==> config.mk <==
export PLATFORM = sky130hd
export DESIGN_NAME = im_loadable
export DESIGN_NICKNAME = d
export VERILOG_FILES = /design/src/rtl/im_pkg.sv /design/src/rtl/im_store.sv /design/src/rtl/im_loadable.sv
export SDC_FILE = /design/constraint.sdc
export NUM_CORES = 1
export LEC_CHECK = 0
export ABC_AREA = 0
export BUFFER_PORTS_ARGS = -buffer_cell sky130_fd_sc_hd__buf_2
export CAP_MARGIN = 0
export CORE_ASPECT_RATIO = 1.5
export CORE_MARGIN = 3
export CORE_UTILIZATION = 50
export DETAILED_ROUTE_END_ITERATION = 6
export PLACE_DENSITY = 0.74
export SYNTH_ARGS = -nofsm -noshare
export SYNTH_HDL_FRONTEND = slang
export SYNTH_SLANG_ARGS = --single-unit
==> constraint.sdc <==
create_clock -name clock -period 2.05 [get_ports clock]
set_input_delay 0.205 -clock clock [delete_from_list [all_inputs] [get_ports clock]]
set_output_delay 0.205 -clock clock [all_outputs]
set_load 0.05 [all_outputs]
==> src/rtl/im_pkg.sv <==
// Shared types and constants for the loadable LEGLite instruction memory.
package im_pkg;

  typedef enum logic [1:0] {
    ST_EMPTY = 2'd0,
    ST_LOAD  = 2'd1,
    ST_RUN   = 2'd2
  } im_state_t;

  localparam logic [16:0] IM_NOP_WORD = 17'd0;

  // LEGLite opcodes, used when building programs to load
  localparam logic [3:0] OP_LW   = 4'd3;
  localparam logic [3:0] OP_SW   = 4'd4;
  localparam logic [3:0] OP_BEQ  = 4'd5;
  localparam logic [3:0] OP_ADDI = 4'd6;
  localparam logic [3:0] OP_ANDI = 4'd7;
  localparam logic [3:0] OP_J    = 4'd8;

  typedef struct packed {
    logic [3:0] opcode;
    logic [2:0] rs;
    logic [2:0] rt;
    logic [6:0] imm;
  } leg_instr_t;

endpackage

==> src/rtl/im_store.sv <==
// Program word array: synchronous write, indexed combinational read.
// With IM_PARITY_EN each word carries an even-parity bit checked on read.
module im_store #(
  parameter int unsigned DATA_W     = 17,
  parameter int unsigned DEPTH_LOG2 = 5
) (
  input  logic                  clock,
  input  logic                  we,
  input  logic [DEPTH_LOG2-1:0] waddr,
  input  logic [DATA_W-1:0]     wdata,
  input  logic [DEPTH_LOG2-1:0] raddr,
  output logic [DATA_W-1:0]     rdata
`ifdef IM_PARITY_EN
  ,
  input  logic                  par_inject,
  output logic                  par_err_c
`endif
);

  localparam int unsigned DEPTH = 1 << DEPTH_LOG2;

`ifdef IM_PARITY_EN
  localparam int unsigned SW = DATA_W + 1;
`else
  localparam int unsigned SW = DATA_W;
`endif

  logic [SW-1:0] mem [DEPTH];

  always_ff @(posedge clock) begin
    if (we) begin
`ifdef IM_PARITY_EN
      mem[waddr] <= {(^wdata) ^ par_inject, wdata};
`else
      mem[waddr] <= wdata;
`endif
    end
  end

  assign rdata = mem[raddr][DATA_W-1:0];

`ifdef IM_PARITY_EN
  // Odd total parity over data plus stored bit flags a corrupted word
  assign par_err_c = ^mem[raddr];
`endif

endmodule

==> src/rtl/im_loadable.sv <==
// Run-time loadable instruction memory with registered fetch port and stall hold.
// Optional IM_PARITY_EN adds per-word parity with par_err/par_inject ports.
module im_loadable
  import im_pkg::*;
#(
  parameter int unsigned       DATA_W     = 17,
  parameter int unsigned       ADDR_W     = 16,
  parameter int unsigned       DEPTH_LOG2 = 5,
  parameter logic [DATA_W-1:0] NOP_WORD   = DATA_W'(IM_NOP_WORD)
) (
  input  logic                  clock,
  input  logic                  reset,
  input  logic [ADDR_W-1:0]     iaddr,
  input  logic                  fetch_en,
  output logic [DATA_W-1:0]     idata,
  output logic                  ivalid,
  output logic                  addr_err,
  input  logic                  ld_start,
  input  logic                  ld_valid,
  input  logic [DATA_W-1:0]     ld_data,
  input  logic                  ld_last,
  output logic                  ld_ready,
  output logic                  ld_busy,
  output logic [DEPTH_LOG2:0]   ld_count
`ifdef IM_PARITY_EN
  ,
  input  logic                  par_inject,
  output logic                  par_err
`endif
);

  localparam int unsigned CW = DEPTH_LOG2 + 1;

  im_state_t             state, state_d;
  logic [DEPTH_LOG2-1:0] wptr, wptr_d, raddr;
  logic [CW-1:0]         count_d;
  logic [DATA_W-1:0]     idata_d, rdata;
  logic                  ivalid_d, addr_err_d, we, bad_addr;
`ifdef IM_PARITY_EN
  logic                  par_err_d, par_bad;
`endif

  assign raddr    = iaddr[DEPTH_LOG2:1];
  assign bad_addr = iaddr[0] | (|iaddr[ADDR_W-1:DEPTH_LOG2+1]);
  assign ld_busy  = (state == ST_LOAD);
  assign ld_ready = (state == ST_LOAD);

  im_store #(
    .DATA_W     (DATA_W),
    .DEPTH_LOG2 (DEPTH_LOG2)
  ) u_store (
    .clock (clock),
    .we    (we),
    .waddr (wptr),
    .wdata (ld_data),
    .raddr (raddr),
    .rdata (rdata)
`ifdef IM_PARITY_EN
    ,
    .par_inject (par_inject),
    .par_err_c  (par_bad)
`endif
  );

  // Next-state, load pointer and fetch register values
  always_comb begin
    state_d    = state;
    wptr_d     = wptr;
    count_d    = ld_count;
    idata_d    = idata;
    ivalid_d   = ivalid;
    addr_err_d = addr_err;
    we         = 1'b0;
`ifdef IM_PARITY_EN
    par_err_d  = par_err;
`endif

    if (ld_start) begin
      state_d = ST_LOAD;
      wptr_d  = '0;
      count_d = '0;
    end else if (state == ST_LOAD && ld_valid) begin
      we      = 1'b1;
      count_d = CW'(ld_count + CW'(1));
      if (ld_last || (&wptr)) state_d = ST_RUN;
      // Pointer saturates at the top word; a full load never wraps
      if (!(&wptr)) wptr_d = DEPTH_LOG2'(wptr + DEPTH_LOG2'(1));
    end

    if (fetch_en) begin
`ifdef IM_PARITY_EN
      par_err_d = 1'b0;
`endif
      if (state != ST_RUN) begin
        idata_d    = NOP_WORD;
        ivalid_d   = 1'b0;
        addr_err_d = 1'b0;
      end else if (bad_addr) begin
        idata_d    = NOP_WORD;
        ivalid_d   = 1'b1;
        addr_err_d = 1'b1;
      end else begin
        idata_d    = rdata;
        ivalid_d   = 1'b1;
        addr_err_d = 1'b0;
`ifdef IM_PARITY_EN
        if (par_bad) begin
          idata_d   = NOP_WORD;
          par_err_d = 1'b1;
        end
`endif
      end
    end
  end

  always_ff @(posedge clock or posedge reset) begin
    if (reset) begin
      state    <= ST_EMPTY;
      wptr     <= '0;
      ld_count <= '0;
      idata    <= NOP_WORD;
      ivalid   <= 1'b0;
      addr_err <= 1'b0;
`ifdef IM_PARITY_EN
      par_err  <= 1'b0;
`endif
    end else begin
      state    <= state_d;
      wptr     <= wptr_d;
      ld_count <= count_d;
      idata    <= idata_d;
      ivalid   <= ivalid_d;
      addr_err <= addr_err_d;
`ifdef IM_PARITY_EN
      par_err  <= par_err_d;
`endif
    end
  end

endmodule

==> metrics.txt, run 1 <==
syn avg cell area=slightly below 20 um^2; die width=~180 um; Worst Setup End Kind=register; antenna-violating nets left=0; HP Class=input port to register; Tcrit/Tclk final=approximately 92%; core area=44800 um^2; setup ws final=between 150 and 200 ps; synthesized flop and latch total=roughly 580; vias in the first global route=12600; placement-stage cell area=25000 um^2; pin count of the biggest net entering global routing=37; Buf+Inv Stages, Crit Path=2; Yosys warning count=0; status=finished, final reports clean; number of enable flip-flop cells after synthesis=approximately 540; Slew Limit Fails=0; CTS sink cnt=roughly 580; CTS HTree Levels=2; crit path DAT=~2200 ps; boundary pin count=66; skew final=~21 ps; Main synth FF type=edfxtp_1; Max Cap Viol=0; Final Critical Period=1890 ps; layout cells sized above 1=roughly 30%; worst slew pin tran=about 660 ps; Clock Latency Late Sink=roughly 600 ps; cell mode on critical path=nor2_1; synthesized area=22700 um^2; post-DP HPWL=approximately 34 mm; top cell type's share of synthesized area=72.0%; clock root cell=clkbuf_16; Worst-path clk slew=approximately 70 ps; TritonCTS clock tree=built; aggregate routed wire length=around 53 mm; pre-CTS setup slack=-102 ps; post-route cell area=between 20000 and 30000 um^2; RSZ-0062 raised after global routing=false; Routed WL per cell=26.9 um; Nets=roughly 1400; CP max stage cell=dfrtp_1; pwr/cell area=about 910 nW/um^2; number of buffers created by CTS=50; initial core utilization=about half; Area Overhead vs Synth=18.4%; WP data required=about 2300 ps; DR DRC count=0; initial DRC count=between 1000 and 1500; reg2reg end=u_store.mem[5][1]; Fin. Hold Viols=0; Synthesized Nets=around 1200; Final Core Density=about 60%; via/cell ratio=between 6 and 7; Startpoint Class=register; Hold Path Depth=4; # port buffers=between 60 and 70; most frequent cells in the layout=edfxtp_1 (544), mux4_2 (85), buf_4 (83), mux2i_1 (80), buf_2 (62); gr ovfl total=0; first-pass GRT wire length=79.1 mm; Crit Path Category=register to register; CP Max Fanout=17; Max Buffers Root-to-Sink=3; top post-synthesis cells by area=edfxtp_1 (72%), mux4_2 (8.4%), dfrtp_1 (3.5%); Worst R2R Start=state[1]; Cell Rows=95; Tot GR Track Use=between 20 and 25%; Max Fclk=530 MHz; Post-synth ARST share=5.56%; vias=~12000; CP top delay family=simple AND/OR/NAND/NOR gates; Seq/Total Area, Yosys=around 76%; Synth cell types=44; First-pass DRT Iterations=5; crit-path cells=nand3b_1 > nor2_1 > nand2_1 > buf_4 > nor2_1 > buf_12; worst hold endpoint=ld_count[1]; min-delay src=ld_valid; Fin Hold WS=74.1 ps; R2R setup slack=approximately 160 ps; Final setup viols=0; GP Congestion=about 0.83; die height=approximately 270 um; Worst slew margin=~56%; max incr delay on CP=slightly above 400 ps; initial antenna violation count=3; Leak=9.23 nW; most common cell after layout, fill and taps aside=edfxtp_1; total power=approximately 24 mW; maximum vdd drop=roughly 0.66 mV; Post-CTS Setup Bufs=0; die area=just under 50000 um^2; leading area contributor after synthesis=edfxtp_1; worst r2r path cells=6; Syn Inst Count=roughly 1200
## kinds of logic after synthesis
logic type      count (synthesis)  share of synthesized area [%]
compound gates                101                           3.32
fa+ha+maj                       6                          0.331
flops                         576                           75.5
buf+inv                        72                           1.89
mux                           201                           14.6
xor+xnor                        8                          0.309
simple gates                  188                           4.03
## metrics by stage
stage          setup TNS, ps  std cells
5_1_grt                    0       1964
3_3_place_gp            -489       1865
3_5_place_dp            -637       1865
2_1_floorplan         -83670       1152
6_report                   0       1964
4_1_cts                    0       1963
## tightest hold or removal path: cells and delay by family
kind / cells / cell delay [ps]
compound gates: 1 / 60
buf+inv: 1 / 100
simple gates: 2 / 230
## power breakdown
part | switching (mW) | internal [mW] | total, mW
Combinational | 0.770 | 0.566 | 1.34
Clock | 4.15 | 5.98 | 10.1
Sequential | 0.0247 | 12.9 | 12.9
## area by class of cell
cell class	count	area, um^2
multi-input cells	504	5190
repair buffers	200	1990
well taps	582	728
flip-flops and latches	576	17100
inverters	7	26.3
clock inverters	33	442
clock buffers	61	1350
fillers	3073	17900
diodes	1	2.50
## state kept, by name, summed over array words and instances, names as in the netlist
| name | flops |
|---|---|
| state | 2 |
| ld_count | 6 |
| wptr | 5 |
| u_store.mem | 544 |
| addr_err | 1 |
| idata | 17 |
| ivalid | 1 |
## how the worst max path moves through the flow
| stage | endpoint | startpoint | slack (ps) | cells after the start |
|---|---|---|---|---|
| after floorplan | u_store.mem[18][0] | wptr[4] | -160 | 3 |
| after CTS | idata[7] | u_store.mem[5][7] | 130 | 6 |
| final | u_store.mem[5][1] | state[1] | 160 | 6 |
| after detailed placement | idata[5] | iaddr[1] | -100 | 8 |
| after global routing | idata[12] | u_store.mem[5][12] | 30 | 6 |
| after global placement | idata[3] | iaddr[1] | -70 | 7 |
## metal layers
layer  global-route usage (%)  share of wire [%]
met1                     27.0                 37
met2                     39.1                 53
met3                     3.07                6.1
met5                        0              0.013
met4                     9.85                4.1
## synthesized netlist by cell type (all sizes together), types with 13 or more instances
master,number
nand2,38
mux2,23
buf,33
dfrtp,32
a22oi,15
nand2b,13
nor2b,19
mux2i,80
nor2,63
o21ai,20
mux4,98
clkbuf,32
edfxtp,544
## what timing repair did
item,4_1_cts,5_1_grt
hold buffers,4,0
gates resized for setup,0,1
hold endpoints to repair,46,0
endpoints found under the setup margin,0,1
Note: power is estimated with default switching activity, not from simulation.
==> run 2, diff against run 1 <==
Settings changed: PLACE_DENSITY 0.74 to 0.71.
Clock period 2.05 ns to 1.8 ns, I/O delays scaled along.
==> metrics.txt, run 2 (synthesis gave the netlist of run 1 again) <==
HP Class=input port to register; first-pass GRT wire length=82.1 mm (+3.9%); Fin Hold WS=25.2 ps (-48.9 ps); Final setup viols=0 (unchanged); First-pass DRT Iterations=5 (unchanged); R2R setup slack=60 ps (-110 ps); boundary pin count=66 (unchanged); worst setup path start=u_store.mem[25][16]; die area=48000 um^2 (unchanged); skew final=23.4 ps (+2.52 ps); vias=12100 (+1.8%); Crit Path Category=register to register; initial antenna violation count=3 (unchanged); Max Buffers Root-to-Sink=3 (unchanged); worst r2r path cells=4 (-2); via/cell ratio=6.06 (+0.20%); layout cells sized above 1=32.5% (+2.6 points); # port buffers=65 (unchanged); Fin. Hold Viols=0 (unchanged); CP Max Fanout=1 (-16); Final Critical Period=1740 ps (-143 ps); Tcrit/Tclk final=96.9% (+4.8 points); Max Fclk=574 MHz (+8.2%); most frequent cells in the layout=edfxtp_1 (544), buf_4 (117), mux4_2 (87), mux2i_1 (79), buf_2 (60); antenna-violating nets left=0 (unchanged); Max Cap Viol=0 (unchanged); aggregate routed wire length=55.5 mm (+5.1%); crit path DAT=2210 ps (+50 ps); core area=44800 um^2 (unchanged); gr ovfl total=0 (unchanged); Startpoint Class=register; WP data required=2270 ps (-60 ps); post-DP HPWL=35.2 mm (+3.9%); Worst-path clk slew=70 ps (about the same); Largest register FFs=544 (unchanged); initial DRC count=1247 (+8.2%); Slew Limit Fails=0 (unchanged); die height=267 um (unchanged); Worst slew margin=42.8% (-13 points); initial core utilization=50.6% (unchanged); Most flops, register=u_store.mem; Worst R2R Start=u_store.mem[25][16]; worst slew pin tran=837 ps (+180 ps); RSZ-0062 raised after global routing=true; Placed Cells=1902 (+2.0%); CTS HTree Levels=2 (unchanged); worst setup path endpoint=idata[16]; Cell Rows=95 (unchanged); reg2reg end=idata[16]; fillers=3105 (+1.0%); Post-CTS Setup Bufs=0 (unchanged); Tot GR Track Use=23.3% (+1.2 points); GP Congestion=0.832 (+0.52%); non-filler instance count after layout=1996 (+1.6%); Leak=9.35 nW (+1.4%); pin count of the biggest net entering global routing=33 (-11%); pwr/cell area=985 nW/um^2 (+8.5%); min-delay src=iaddr[11]; clock root cell=clkbuf_16; Worst Setup End Kind=register; Nets=1418 (+2.5%); biggest regs=u_store.mem: 544 flops, idata: 17 flops, ld_count: 6 flops; Final Core Density=60.8% (+0.87 points); number of buffers created by CTS=49 (-2.0%); CTS sink cnt=576 (unchanged); vias in the first global route=12500 (-0.59%); maximum vdd drop=0.720 mV (+8.4%); die width=180 um (unchanged); Routed WL per cell=27.8 um (+3.5%); status=finished, final reports clean; most common cell after layout, fill and taps aside=edfxtp_1; Area Overhead vs Synth=20.1%; TritonCTS clock tree=built; DR DRC count=0 (unchanged); Clock Latency Late Sink=590 ps (about the same)
[run 2: cell types whose count changed in the layout (fill, tap and decap cells not counted), moves of 5 or more]
cell | before | now
bufinv_16 | 10 | 5
a2111oi_0 | 9 | 3
nor2_2 | 24 | 1
clkbuf_1 | 6 | 16
nor2_4 | 0 | 33
clkinv_2 | 8 | 3
clkinv_1 | 9 | 14
buf_4 | 83 | 117
nor2_1 | 39 | 29
[run 2: layout make-up]
| class | count | area [um^2] | area share, % |
|---|---|---|---|
| tap | 582 | 728 | 2.67 |
| inverter | 7 | 26.3 | 0.0964 |
| clock inverter | 25 | 272 | 0.996 |
| sequential | 576 | 17100 | 62.9 |
| timing repair buffer | 235 | 2300 | 8.45 |
| antenna | 1 | 2.50 | 0.00918 |
| clock buffer | 66 | 1310 | 4.81 |
| multi-input combinational | 504 | 5480 | 20.1 |
[run 2: worst max-delay path, stage by stage (launching register included)]
cell	delay (ps)
edfxtp_1	380
mux4_1	520
mux2_2	300
a2111oi_2	360
nor3_1	80
[run 2: report_power, final]
group | internal [mW] | switching, mW | total, mW
Sequential | 14.7 | 0.0233 | 14.7
Clock | 5.87 | 4.62 | 10.5
Combinational | 0.703 | 0.949 | 1.65
[run 2: how the worst min path moves through the flow]
stage	endpoint	slack [ps]	cells after the start
4_1_cts	addr_err	0.4	4
2_1_floorplan	state[1]	240	1
5_1_grt	addr_err	50	4
3_5_place_dp	state[0]	360	3
6_report	addr_err	30	4
3_3_place_gp	state[0]	340	3
[run 2: stage by stage]
stage | TNS, ps | setup slack [ps] | power, mW | cell area (um^2)
final | 0 | 56.4 | 26.9 | 27300
after global routing | -30.7 | -30.7 | 27.7 | 27300
after CTS | 0 | 2.61 | 27.0 | 27200
after detailed placement | -4300 | -343 | 16.6 | 25600
after global placement | -4010 | -352 | 16.6 | 25600
after floorplan | -30520 | -74.1 | 15.9 | 23000
[run 2: layer usage]
| layer | vias up | global-route usage (%) | part of all wire (%) | wire length, um |
|---|---|---|---|---|
| li1 | 5147 | - | - | - |
| met5 | - | 0 | 0 | 0 |
| met4 | 0 | 10.1 | 4.6 | 2550 |
| met3 | 127 | 3.26 | 7.0 | 3860 |
| met1 | 6297 | 30.0 | 37 | 20600 |
| met2 | 528 | 39.9 | 51 | 28400 |
[run 2: what timing repair did]
item | CTS | global route
pin swaps | 0 | 2
endpoints found under the hold margin | 44 | 0
gates resized for setup | 2 | 26
hold buffers | 3 | 0
endpoints found under the setup margin | 1 | 12
